## src/rtl/blink_pkg.sv

```systemverilog
// Shared definitions for the LED blink sequencer.
// Holds the FSM state encoding and the width of the per-sequence blink count.
package blink_pkg;
  localparam int COUNT_W = 4;

  typedef enum logic [1:0] {
    IDLE = 2'd0,
    ON   = 2'd1,
    OFF  = 2'd2
  } state_t;
endpackage

```

## src/rtl/cycle_timer.sv

```systemverilog
// Loadable down-counter used to time the LED on/off phases.
// Ports:
//   i_Clk      - system clock
//   i_Rst_L    - synchronous active-low reset (count returns to 0)
//   i_Load     - load i_Load_Val this cycle (wins over counting)
//   i_Load_Val - value to load; the phase then lasts i_Load_Val+1 cycles
//   o_Done     - high while the count is zero
module cycle_timer #(
  parameter int W = 1
) (
  input  logic         i_Clk,
  input  logic         i_Rst_L,
  input  logic         i_Load,
  input  logic [W-1:0] i_Load_Val,
  output logic         o_Done
);
  logic [W-1:0] cnt;

  always_ff @(posedge i_Clk) begin
    if (!i_Rst_L)          cnt <= '0;
    else if (i_Load)       cnt <= i_Load_Val;
    else if (cnt != '0)    cnt <= cnt - 1'b1;
  end

  assign o_Done = (cnt == '0);
endmodule

```

## src/rtl/led_blink_sequencer.sv

```systemverilog
// Turns single-cycle event pulses into timed LED blink sequences.
// Each accepted event plays i_Count on/off blinks; events that arrive while a
// sequence is playing are counted (saturating at PENDING_MAX) and replayed.
// Ports:
//   i_Clk   - system clock
//   i_Rst_L - synchronous active-low reset; aborts any sequence
//   i_Event - single-cycle request pulse
//   i_Count - blinks per sequence, sampled when a sequence starts
//   o_LED   - LED drive (registered), high exactly in ON
//   o_Busy  - high whenever not IDLE (registered)
//   o_Drop  - one-cycle pulse when an event is lost to saturation
module led_blink_sequencer
  import blink_pkg::*;
#(
  parameter int CLKS_ON     = 6250000,
  parameter int CLKS_OFF    = 6250000,
  parameter int PENDING_MAX = 3
) (
  input  logic               i_Clk,
  input  logic               i_Rst_L,
  input  logic               i_Event,
  input  logic [COUNT_W-1:0] i_Count,
  output logic               o_LED,
  output logic               o_Busy,
  output logic               o_Drop
);
  localparam int TMAX = (CLKS_ON > CLKS_OFF) ? CLKS_ON : CLKS_OFF;
  localparam int TW   = (TMAX > 1) ? $clog2(TMAX) : 1;
  localparam int PW   = $clog2(PENDING_MAX + 1);

  localparam logic [TW-1:0] ON_LD  = TW'(CLKS_ON - 1);
  localparam logic [TW-1:0] OFF_LD = TW'(CLKS_OFF - 1);
  localparam logic [PW-1:0] PMAX   = PW'(PENDING_MAX);

  state_t             state, nxt;
  logic [COUNT_W-1:0] blinks;
  logic [PW-1:0]      pending;

  logic ev_ok, start, direct, take, inc;
  logic on_end, off_next, t_done, t_load;
  logic [TW-1:0] t_val;

  // Zero-count events are ignored outright.
  assign ev_ok    = i_Event && (i_Count != '0);
  assign take     = (state == IDLE) && (pending != '0);
  assign direct   = (state == IDLE) && (pending == '0) && ev_ok;
  assign start    = take || direct;
  // A direct start consumes the event itself; anything else queues it.
  assign inc      = ev_ok && !direct;
  assign on_end   = (state == ON) && t_done;
  assign off_next = (state == OFF) && t_done && (blinks > COUNT_W'(1));

  assign t_load = start || on_end || off_next;
  assign t_val  = on_end ? OFF_LD : ON_LD;

  always_comb begin
    nxt = state;
    case (state)
      IDLE:    if (start)  nxt = ON;
      ON:      if (t_done) nxt = OFF;
      OFF:     if (t_done) nxt = off_next ? ON : IDLE;
      default: nxt = IDLE;
    endcase
  end

  always_ff @(posedge i_Clk) begin
    if (!i_Rst_L) begin
      state   <= IDLE;
      blinks  <= '0;
      pending <= '0;
      o_LED   <= 1'b0;
      o_Busy  <= 1'b0;
      o_Drop  <= 1'b0;
    end else begin
      state  <= nxt;
      o_LED  <= (nxt == ON);
      o_Busy <= (nxt != IDLE);
      o_Drop <= 1'b0;

      // Same-cycle increment and replay-take cancel out.
      if (inc && !take) begin
        if (pending == PMAX) o_Drop  <= 1'b1;
        else                 pending <= pending + 1'b1;
      end else if (take && !inc) begin
        pending <= pending - 1'b1;
      end

      if (start)         blinks <= i_Count;
      else if (off_next) blinks <= blinks - 1'b1;
    end
  end

  cycle_timer #(.W(TW)) u_timer (
    .i_Clk      (i_Clk),
    .i_Rst_L    (i_Rst_L),
    .i_Load     (t_load),
    .i_Load_Val (t_val),
    .o_Done     (t_done)
  );
endmodule

```

## config.mk

```make
export PLATFORM = sky130hd
export DESIGN_NAME = led_blink_sequencer
export DESIGN_NICKNAME = d
export VERILOG_FILES = /design/src/rtl/blink_pkg.sv /design/src/rtl/cycle_timer.sv /design/src/rtl/led_blink_sequencer.sv
export SDC_FILE = /design/constraint.sdc
export NUM_CORES = 1
export LEC_CHECK = 0
export CAP_MARGIN = 20
export CORE_UTILIZATION = 60
export CTS_CLUSTER_DIAMETER = 200
export DETAILED_ROUTE_END_ITERATION = 10
export GPL_TIMING_DRIVEN = 0
export MAX_ROUTING_LAYER = met4
export PLACE_DENSITY = 0.82
export SETUP_SLACK_MARGIN = 0.1
export SYNTH_ARGS = -nofsm -noshare
export SYNTH_HDL_FRONTEND = slang
export SYNTH_SLANG_ARGS = --single-unit
```

## constraint.sdc

```tcl
create_clock -name i_Clk -period 5.66 [get_ports i_Clk]
set_clock_uncertainty 0.05 [all_clocks]
set_input_delay 1.132 -clock i_Clk [delete_from_list [all_inputs] [get_ports i_Clk]]
set_output_delay 1.132 -clock i_Clk [all_outputs]
set_load 0.05 [all_outputs]
```

== Word-level counts from Yosys, hierarchy flattened ==
Index checks and enable logic that the tools add are counted.
Cells by class
  $add $sub $neg: 4
  magnitude comparators: 1
  equal/unequal tests: 5
  multiplexer cells: 13
  bitwise logic cells: 1
  reduce and logical (&&, ||, !) cells: 29
Operator list (number)
  23-bit 2-to-1 mux: 2
  23-bit logical NOT: 1
  23-bit nonzero test: 1
  23-bit by 1-bit subtractor with 23-bit output, second input constant: 1
  2-bit 2-to-1 mux: 6
  1-bit logical AND: 10
  2-bit nonzero test: 5
  4-bit 2-to-1 mux: 2
  2-bit one-hot mux with 3 select lines: 1
  2-bit by 1-bit == test with 1-bit output, second input constant: 2
  2-bit == test, second input constant: 2
  4-bit by 1-bit greater-than comparator with 1-bit output, second input constant: 1
  2-bit logical NOT: 2
  2-bit AND reduction: 2
  4-bit nonzero test: 1
  4-bit by 1-bit subtractor with 4-bit output, second input constant: 1
  1-bit logical NOT: 3
  1-bit logical OR: 3
  2-bit by 1-bit adder with 2-bit output, second input constant: 1
  1-bit 2-to-1 mux: 2
  2-bit inequality test, second input constant: 1
  2-bit OR reduction: 1
  2-bit by 1-bit subtractor with 2-bit output, second input constant: 1
  1-bit inverter: 1
Storage, ports and cells
  register bits after elaboration: 34
  input port bits: 7
  output and inout port bits: 3
  word-level logic and storage cells: 61

== Longest topological paths before layout ==
Gate-level depths: netlist of the first run.
  depth in word-level cells: 9
  depth in mapped cells: 9
  gate-level depth less buffers: 7

== Cells and area by module ==
From an unflattened synthesis of the first run, not the netlist that was laid out.
Second synthesis, totals
  cell total of the unflattened synthesis: 231
  area total of the unflattened synthesis: 1908.1 um2
Modules (own cells, without submodules)
  cycle_timer: times used 1, cells an instance 160, area each 1290.0 um2, seq. area each 460.4 um2
  led_blink_sequencer: times used 1, cells an instance 71, area each 618.1 um2, seq. area each 220.2 um2

== Worst setup path after synthesis of the first run ==
OpenSTA, ideal clock, no wires.
  path type: in2reg
  start point: input i_Count[0]
  end point: register u_timer.cnt[0]
  setup time: 132 ps
  arrival time: 2561 ps
  data required time: 5478 ps
  path slack: 2916 ps
  stages: 7
  path buffers: 2
  cell sequence: o41ai_1 -> nand2_1 -> nand2_1 -> and2_1 -> clkbuf_1 -> buf_2 -> a21oi_1
On the way
  word-level cells in the longest chain between the ends: 7
  elaborated cells on any way between the ends: 8
  those cells by class: mux (1); reduce/logical (7)
RTL lines
  start: declaration: RTL line led_blink_sequencer.sv:22  | input logic [COUNT_W-1:0] i_Count,
  4-bit nonzero test (*): RTL line led_blink_sequencer.sv:44  | assign ev_ok = i_Event && (i_Count != '0);
  1-bit logical AND (*): RTL line led_blink_sequencer.sv:44
  1-bit logical AND (*): RTL line led_blink_sequencer.sv:46  | assign direct = (state == IDLE) && (pending == '0) && ev_ok;
  1-bit logical OR (*): RTL line led_blink_sequencer.sv:47  | assign start = take || direct;
  1-bit logical OR (*) (2 in a row): RTL line led_blink_sequencer.sv:53  | assign t_load = start || on_end || off_next;
  23-bit 2-to-1 mux / 2-bit nonzero test (equally long branches)
  end signal: assignment: RTL line cycle_timer.sv:21  | else if (i_Load) cnt <= i_Load_Val;
  end signal: assignment: RTL line cycle_timer.sv:22  | else if (cnt != '0) cnt <= cnt - 1'b1;
  end: declaration: RTL line cycle_timer.sv:17  | logic [W-1:0] cnt;
Every way passes the cells marked *; elsewhere a longest branch is shown, timed or not.
A chain may end at the register's enable or synchronous reset.

== Worst setup path after layout of the first run ==
  start point: input i_Count[0]
  end point: register u_timer.cnt[19]
The elaborated chain is that of the path after synthesis.

==> impl_results.md, run 1 <==
- Synth top area share: 37.4%
- Max incr delay on CP: a little over 0.8 ns
- Share of cells above drive strength 1: a little under an eighth
- Yosys top cell by area: dfxtp_1
- Vias per std cell: 6.51
- Worst VDD drop: between 0.0002 and 0.00025 V
- Leading cell type in the layout, fill and taps excluded: dfxtp_1
- Critical path launch point type: primary input
- Finished Layout Cells: about 260
- Vias in the first global route: 1614
- Multi-input combinational cell area: around 1000 µm²
- Synth-to-Final Area Change: 10.7%
- Ys async rst share: 0%
- Fin Setup TNS: 0 ns
- Final GP Congestion: 0.853
- Drt wl/cell: roughly 17 µm
- Violated checks: design-rule violations
- Syn Inst Count: 206
- Final hold vios: 0
- Synthesized cell area: 1820 µm²
- CP Capture Type: flip-flop
- Largest fanout on the critical path: 10
- Max stage delay cell, worst path: o41ai_1
- Slew HR: 41.4%
- Layout net count: 234
- Slew Limit Fails: 0
- Finished Cell Area: ~2000 µm²
- Storage cell area: 681 µm²
- Dpl cell area: 1950 µm²
- Initial antenna violation count: 0
- CP top delay family: buffers and inverters
- Cts hold-fix bufs: 0
- ANT cells: 0
- Pre-Repair DR Iteration Count: 7
- IO Pins: 10
- Residual DRC: 3
- Htree depth: 2
- Dpl hpwl: 3130 µm
- Worst R2R Setup Slack: 2.91 ns
- 1st-iter DRT viols: 136
- PD cells: 304 nW/µm²
- First-pass GRT wire length: 7360 µm
- Number of synthesized register bits: 34
- Yosys Warn Count: 0
- Most frequent cells in the layout: 34 x dfxtp_1, 19 x nor2_1, 19 x a21oi_1, 11 x nand2_1, 11 x xor2_1
- Placed Cells: 246
- Hold path startpoint: u_timer.cnt[12]
- Crit Reg-Reg Startpoint: u_timer.cnt[0]
- CORE AREA: between 2000 and 3000 µm²
- Num rows: 19
- Mean cell area of the mapped netlist: roughly 8.8 µm²
- Worst-path cell chain: clkdlybuf4s50_1 -> o41ai_1 -> nand2_1 -> nand2_1 -> and2_1 -> clkbuf_1 -> buf_2 -> a21oi_1
- Syn nets: 217
- CTS Buffer Depth: 2
- Max frequency: between 200 and 300 MHz
- Clk pin slew, worst setup/hold paths: ~0.10 ns
- Worst EP arrival: 3.57 ns
- Port bufs: 9
- WL final: 4280 µm
- Predominant post-synthesis flop cell: dfxtp_1
- # fillers: between 200 and 250
- CTS root buf: clkbuf_4
- CP required: approximately 5.8 ns
- Post-synth EDFFs: 0
- Max Cap Viol: 0
- Yosys cell types: 53
- Final antenna-violating net count: 0
- Buf+Inv Stages, Crit Path: 3
- Worst r2r dst: u_timer.cnt[19]
- Die width: 57.1 µm
- Pleak: 0.717 nW
- Total gr overflow: 0
- Hold Crit Depth: 2
- Least-Margin Pin Slew: 0.868 ns
- CTS resizes: 0
- Clk sinks: 34
- Share of the clock period used by the worst path after layout: 60.2%
- CTS tree: yes
- Run status: complete, but fails checks
- Die Height: 57.1 µm
- RSZ-0062 raised after global routing: no
- Setup bufs post-CTS: 0
- CTS buffer count: 5
- Final setup fails: 0
- Setup CP Type: in2reg
- Hold endpoint: u_timer.cnt[12]
- Largest net degree at the start of global routing: 11
- Critical Path Most Common Cell: nand2_1
- Largest cells by area after synthesis: dfxtp_1 37%, xor2_1 5.3%, a21oi_1 5.2%
- Starting density of the core: 64.9%
- Register area share after synthesis: 37.4%
- Path depth of the worst reg2reg path: 9
- Clk Latency, worst-skew pair: 0.35 ns
- Die area: 3260 µm²
- Global-route total usage across every layer: 30.7%
- Vias: 1661
- Worst min path class: reg2reg
- Crit path time final: 3.41 ns
[worst register-to-register path: stages (launching register included)]
cell and delay, ns:
dfxtp_1 0.35, inv_1 0.12, ha_1 0.16, or4b_1 0.53, nor4_4 0.46, o211ai_1 0.20
and2_1 0.21, clkbuf_1 0.19, buf_2 0.24, a21oi_1 0.18
[state kept, by name, summed over array words and instances (netlist names)]
register     count
o_Drop           1
blinks           4
pending          2
state            2
o_Busy           1
u_timer.cnt     23
o_LED            1
[where the power goes]
group	internal, mW	switching, mW	total [mW]
combinational	0.0706	0.110	0.181
sequential	0.265	0.0257	0.291
clock	0.0601	0.0805	0.141
[kinds of logic after synthesis]
| kind of cell | after synthesis | share of synthesized area [%] |
|---|---|---|
| AND/OR/NAND/NOR | 74 | 24.3 |
| adder cells (fa/ha/maj) | 4 | 2.75 |
| buffers and inverters | 20 | 5.64 |
| AO/OA/AOI/OAI | 53 | 19.4 |
| XOR/XNOR | 17 | 8.18 |
| multiplexers | 4 | 2.41 |
| flip-flops | 34 | 37.4 |
[synthesized netlist by cell type, drive strengths merged (3+ instances only)]
cell type	number
nand3	6
buf	5
mux2	3
ha	4
nor3	6
xor2	11
and3	3
nand4	5
dfxtp	34
nand2	11
a221oi	3
a31oi	5
or4	3
a21oi	19
o21ai	11
nor4	9
clkbuf	7
nor2	20
xnor2	6
o211ai	3
inv	8
[worst max-delay path by stage]
stage / start / endpoint / slack [ns] / cells after the start
2_1_floorplan: i_Count[0] / u_timer.cnt[0] / 2.92 / 7
3_3_place_gp: i_Count[0] / u_timer.cnt[17] / 2.12 / 8
3_5_place_dp: i_Count[0] / u_timer.cnt[19] / 1.96 / 8
4_1_cts: i_Count[0] / u_timer.cnt[19] / 2.32 / 8
5_1_grt: i_Count[0] / u_timer.cnt[10] / 2.14 / 8
6_report: i_Count[0] / u_timer.cnt[19] / 2.25 / 8
[area by class of cell]
cell class,count,area share (%)
clock inverter,1,0.248
multi-input combinational,152,51.5
buffer,12,3.60
tap,31,1.93
timing repair buffer,10,4.72
sequential,34,33.8
inverter,8,1.49
clock buffer,7,2.73
[routing by layer]
layer / vias up / GRT usage, % / routed length [µm] / part of all wire (%)
met4: 0 / 18.5 / 136 / 3.2
met3: 17 / 7.48 / 244 / 5.7
met1: 778 / 35.7 / 1780 / 42
met5: - / - / 0 / 0
met2: 73 / 47.9 / 2120 / 50
li1: 793 / - / - / -
[metrics by stage]
step	utilization, %	setup slack, ns	hold WS, ns	power, mW
final	71.8	2.25	0.449	0.612
after global routing	71.8	2.14	0.486	0.647
after CTS	71.6	2.32	0.455	0.610
after detailed placement	69.5	1.96	0.437	0.471
after global placement	69.5	2.12	0.425	0.459
after floorplan	-	2.92	0.407	0.426
Power figures use the tool's default switching activity.
==> inputs of run 2 (changes only) <==
CORE_UTILIZATION = 53   (was 60)
PLACE_DENSITY = 0.77   (was 0.82)
clock period = 2.9 ns   (was 5.66 ns; I/O delays follow)
==> run 2 against run 1 <==
Net effect: the run now ends clean; via count fell by 3.2%; critical path depth did not move; die area rose by 13%; global-route usage fell by 3.9 points; final area rose by 1.6%; non-clock buffer count rose by 3; sequential cell count did not move; largest cell class unchanged.
==> impl_results.md, run 2 (synthesis results as in run 1) <==
- Dpl hpwl: 3020 µm (-3.4%)
- CORE AREA: 3150 µm² (+12%)
- CTS buffer count: 5 (unchanged)
- Setup CP Type: in2reg
- Num rows: 20 (+1)
- Worst min path class: reg2reg
- Final hold vios: 0 (unchanged)
- Leading cell type in the layout, fill and taps excluded: dfxtp_1
- Final GP Congestion: 0.851 (-0.20%)
- Share of cells above drive strength 1: 12.4% (+0.78 points)
- Largest registers: u_timer.cnt x23, blinks x4
- Final antenna-violating net count: 0 (unchanged)
- Max frequency: between 300 and 400 MHz
- Clk pin slew, worst setup/hold paths: 0.09 ns (about the same)
- Starting density of the core: 57.7% (-7.2 points)
- 1st-iter DRT viols: 102 (-25%)
- Met1 Resource Use GR: 30.2% (-5.5 points)
- Layout net count: 237 (+1.3%)
- Global-route total usage across every layer: 26.7% (-3.9 points)
- Largest net degree at the start of global routing: 11 (unchanged)
- Path depth of the worst reg2reg path: 10 (+1)
- Vias in the first global route: 1582 (-2.0%)
- Initial antenna violation count: 0 (unchanged)
- Crit path time final: 2.57 ns
- Hold Crit Depth: 2 (unchanged)
- Post-route core utilization: 64.9% (-6.9 points)
- Most frequent cells in the layout: 34 x dfxtp_1, 19 x nor2_1, 19 x a21oi_1, 11 x nand2_1, 11 x xor2_1
- Slew Limit Fails: 0 (unchanged)
- Final setup fails: 0 (unchanged)
- CP required: 3.06 ns (-2.76 ns)
- Max reg flops: 23 (unchanged)
- WHS: 0.456 ns (+0.00706 ns)
- RSZ-0062 raised after global routing: no
- Htree depth: 2 (unchanged)
- Total gr overflow: 0 (unchanged)
- CTS root buf: clkbuf_4
- Worst R2R Setup Slack: 0.35 ns (-2.56 ns)
- Synth-to-Final Area Change: 12.4%
- Clk sinks: 34 (unchanged)
- Drt wl/cell: 15.4 µm (-8.4%)
- Storage cell area: 681 µm² (unchanged)
- PD cells: 565 nW/µm² (+86%)
- Residual DRC: 0 (-3)
- Largest register by flop count: u_timer.cnt
- IO Pins: 10 (unchanged)
- CTS Buffer Depth: 2 (unchanged)
- Vias per std cell: 5.96 (-8.6%)
- Die area: 3670 µm² (+13%)
- First-pass GRT wire length: 6950 µm (-5.5%)
- # fillers: 280 (+22%)
- Hold path startpoint: blinks[3]
- Critical path launch point type: primary input
- Largest fanout on the critical path: 10 (unchanged)
- GRT busiest layer: met2
- Port bufs: 9 (unchanged)
- CP Capture Type: flip-flop
- Run status: complete, no violations
- Max Cap Viol: 0 (unchanged)
- Worst EP arrival: 2.73 ns (-0.84 ns)
- Slew HR: 59.4% (+18 points)
- Fin Setup TNS: 0 ns (unchanged)
- Worst VDD drop: 0.000320 V (+52%)
- Pleak: 0.726 nW (+1.3%)
- Dpl ws: -0.190 ns (-2.15 ns)
- Clk Latency, worst-skew pair: 0.34 ns (about the same)
- GR Layer Usage met3: 6.82% (-0.66 points)
- CTS tree: yes
- Crit Reg-Reg Startpoint: u_timer.cnt[0]
- M2 GR Usage: 44.1% (-3.8 points)
- WL final: 4150 µm (-3.0%)
- ANT cells: 0 (unchanged)
- Least-Margin Pin Slew: 0.604 ns (-0.265 ns)
- Vias: 1608 (-3.2%)
- Share of the clock period used by the worst path after layout: 88.5%
- Worst r2r dst: u_timer.cnt[16]
- Hold endpoint: blinks[3]
- Final setup margin: 0.333 ns (-1.92 ns)
- Pre-Repair DR Iteration Count: 4 (-3)
- Multi-input combinational cell area: 1040 µm² (+0.72%)
- Die Height: 60.6 µm (+6.2%)
- Die width: 60.6 µm (+6.2%)
==> run 2: cell count changes in the layout (fill, tap and decap cells not counted) <==
cell	change
clkbuf_8	-1
o41ai_1	-1
clkinv_2	-1
buf_4	+3
clkbuf_1	+1
o41ai_2	+1
==> run 2: repair_timing <==
action | 4_1_cts | 5_1_grt
hold buffers | 0 | 0
setup endpoints to repair | 0 | 11
setup buffers | 0 | 3
gates resized for setup | 0 | 1
==> run 2: power breakdown <==
part	switching, mW	leakage (nW)	internal (mW)
Sequential	0.0502	0.281	0.517
Combinational	0.210	0.420	0.140
Clock	0.146	0.0254	0.0913
==> run 2: worst max-delay path by stage <==
stage | start | endpoint | slack, ns | cells past startpoint
final | i_Count[0] | u_timer.cnt[16] | 0.33 | 8
after global routing | u_timer.cnt[0] | u_timer.cnt[16] | 0.18 | 10
after CTS | i_Count[0] | u_timer.cnt[16] | 0.17 | 8
after detailed placement | i_Count[0] | u_timer.cnt[16] | -0.19 | 8
after global placement | i_Count[0] | u_timer.cnt[11] | -0.12 | 8
after floorplan | u_timer.cnt[0] | u_timer.cnt[1] | 0.60 | 8
==> run 2: area by class of cell <==
cell class | instances | area share [%]
Multi-Input combinational cell | 152 | 51.1
Inverter | 8 | 1.47
Sequential cell | 34 | 33.3
Buffer | 12 | 3.55
Tap cell | 44 | 2.69
Clock buffer | 7 | 2.20
Timing Repair Buffer | 13 | 5.75
==> run 2: through the flow <==
stage	power (mW)	instances	area, µm²
after global placement	0.899	259	1970
after floorplan	0.831	206	1820
final	1.16	270	2050
after detailed placement	0.917	259	1970
after CTS	1.15	266	2010
after global routing	1.23	270	2050
==> run 2: worst max-delay path, stage by stage <==
cell and delay, ns:
clkdlybuf4s50_1 0.44, o41ai_2 0.56, nand2_1 0.09, nand2_1 0.20
and2_1 0.15, clkbuf_1 0.28, buf_2 0.31, a21oi_1 0.10
==> run 2: layer usage <==
layer / part of all wire [%] / wire length [µm]
met2: 49 / 2030
met1: 45 / 1860
met5: 0 / 0
met4: 2.6 / 108
met3: 3.6 / 148
==> inputs of run 3 (changes only) <==
HOLD_SLACK_MARGIN = 0.12   (was unset)
clock period = 2.25 ns   (was 2.9 ns; I/O delays follow)
==> run 3 against run 2 <==
Net effect: the flow now finishes with violations (negative setup slack); count of clock-buffer cells in the layout unchanged; worst setup slack got worse by 0.47 ns; non-clock buffer count rose by 16; sequential share of layout area shrank 5.5 points; first-iteration DRC count grew 46%; sequential power up 31%; sequential cell count unchanged; critical endpoint is now u_timer.cnt[6]; largest cell class unchanged.
==> impl_results.md, run 3 (synthesis results as in run 1) <==
- Run status: complete, but fails checks
- Violated checks: negative setup slack
- Synth-to-Final Area Change: 35.0%
- Final hold vios: 0 (unchanged)
- Dpl ws: -0.769 ns (-0.579 ns)
- Final setup fails: 28 (+28)
- Drt wl/cell: 17.5 µm (+14%)
- CTS Buffer Depth: 2 (unchanged)
- Setup CP Type: reg2reg
- Worst EP arrival: 2.57 ns (-0.16 ns)
- Slew HR: 51.1% (-8.3 points)
- Pleak: 0.907 nW (+25%)
- Clk sinks: 34 (unchanged)
- Initial antenna violation count: 0 (unchanged)
- CTS root buf: clkbuf_4
- CTS tree: yes
- Global-route total usage across every layer: 28.1% (+1.4 points)
- Die area: 3670 µm² (unchanged)
- Final antenna-violating net count: 0 (unchanged)
- CORE AREA: 3150 µm² (unchanged)
- Least-Margin Pin Slew: 0.727 ns (+0.123 ns)
- Worst VDD drop: 0.000518 V (+62%)
- RSZ-0062 raised after global routing: yes
- Sequential share of power: 44.2% (-4.9 points)
- Share of cells above drive strength 1: 34.3% (+22 points)
- Crit path time final: 2.39 ns
- Max Cap Viol: 0 (unchanged)
- Largest registers: u_timer.cnt x23, blinks x4
- Pint: 1.06 mW (+42%)
- Final GP Congestion: 0.868 (+2.0%)
- Vias: 1753 (+9.0%)
- Residual DRC: 0 (unchanged)
- Leading cell type in the layout, fill and taps excluded: dfxtp_1
- Htree depth: 2 (unchanged)
- Total gr overflow: 0 (unchanged)
- Clock Power Share: 18.8% (-1.7 points)
- Pre-Repair DR Iteration Count: 4 (unchanged)
- WHS: 0.462 ns (+0.00644 ns)
- Vias per std cell: 6.13 (+2.9%)
- Logic pwr share: 37.0% (+6.6 points)
- Vias in the first global route: 1606 (+1.5%)
- Dpl hpwl: 2920 µm (-3.3%)
- Max reg flops: 23 (unchanged)
- Share of the clock period used by the worst path after layout: 106%
- Num rows: 20 (unchanged)
- First-pass GRT wire length: 7310 µm (+5.3%)
- Largest fanout on the critical path: 6 (-4)
- WL final: 5000 µm (+20%)
- Largest net degree at the start of global routing: 11 (unchanged)
- Most frequent cells in the layout: 32 x dfxtp_1, 19 x nor2_1, 15 x buf_4, 13 x a21oi_1
- IO Pins: 10 (unchanged)
- Die width: 60.6 µm (unchanged)
- Slew Limit Fails: 0 (unchanged)
- Clk Latency, worst-skew pair: 0.34 ns (about the same)
- Max frequency: 418 MHz
- CP required: 2.43 ns (-0.63 ns)
- Worst min path class: reg2reg
- CP Capture Type: flip-flop
- PD cells: 686 nW/µm² (+22%)
- Die Height: 60.6 µm (unchanged)
- ANT cells: 0 (unchanged)
- Layout net count: 253 (+6.8%)
- Switching part of the total: 37.0% (+1.9 points)
- Largest register by flop count: u_timer.cnt
- Final setup margin: -0.140 ns (-0.473 ns)
- 1st-iter DRT viols: 149 (+46%)
- Starting density of the core: 57.7% (unchanged)
- Net Sw Power: 0.625 mW (+54%)
- Port bufs: 9 (unchanged)
- Critical path launch point type: flip-flop
- Clk pin slew, worst setup/hold paths: 0.10 ns (about the same)
- Fin Setup TNS: -1.81 ns (-1.81 ns)
- CTS buffer count: 5 (unchanged)
[run 3: cell count changes in the layout (fill, tap and decap cells not counted), sizes merged]
cell / change
clkbuf: -1
buf: +17
[run 3: power by group through the flow]
stage	logic, mW	registers, mW	clock network, mW
global placement	0.432	0.738	0
detailed placement	0.451	0.744	0
finish	0.624	0.745	0.317
global route	0.665	0.754	0.349
CTS	0.536	0.737	0.319
floorplan	0.336	0.745	0
[run 3: path summary, 6_finish.rpt]
check	endpoint	slack, ns	cells after the start	start
setup / recovery	u_timer.cnt[6]	-0.14	9	u_timer.cnt[1]
hold reg to reg	u_timer.cnt[12]	0.46	2	u_timer.cnt[12]
hold / removal	u_timer.cnt[12]	0.46	2	u_timer.cnt[12]
setup reg to reg	u_timer.cnt[6]	-0.14	9	u_timer.cnt[1]
[run 3: area by class of cell]
class                   count  area (µm²)
well taps                  44        55.1
clock buffers               7        45.0
plain buffers              12         115
multi-input cells         152        1250
fillers                   211         696
repair buffers             29         274
flip-flops and latches     34         683
inverters                   8        30.0
[run 3: layer usage]
layer	wire (µm)	track usage, %
met2	2510	46.5
met4	128	13.0
met5	0	-
met1	2070	33.9
met3	279	3.84
[run 3: repair_timing]
action,4_1_cts,5_1_grt
gates cloned,0,1
hold buffers,0,0
gates resized for setup,27,33
buffers inserted,14,4
hold endpoints to repair,0,0
endpoints found under the setup margin,30,31
pin swaps,21,28
[run 3: worst max-delay path: stages, from the launching register on]
cell,delay [ns]
dfxtp_2,0.34
inv_2,0.08
ha_4,0.13
or4b_4,0.48
or4_4,0.47
buf_8,0.17
buf_12,0.13
o211ai_2,0.16
xor2_1,0.20
nor2_1,0.07
[run 3: per-stage QoR]
| stage | power [mW] | std cells | utilization [%] | instance area, µm² |
|---|---|---|---|---|
| 4_1_cts | 1.59 | 281 | 71.9 | 2270 |
| 5_1_grt | 1.77 | 286 | 77.9 | 2460 |
| 3_5_place_dp | 1.20 | 260 | 63.0 | 1990 |
| 3_3_place_gp | 1.17 | 259 | 62.9 | 1980 |
| 6_report | 1.69 | 286 | 77.9 | 2460 |
| 2_1_floorplan | 1.08 | 206 | - | 1840 |
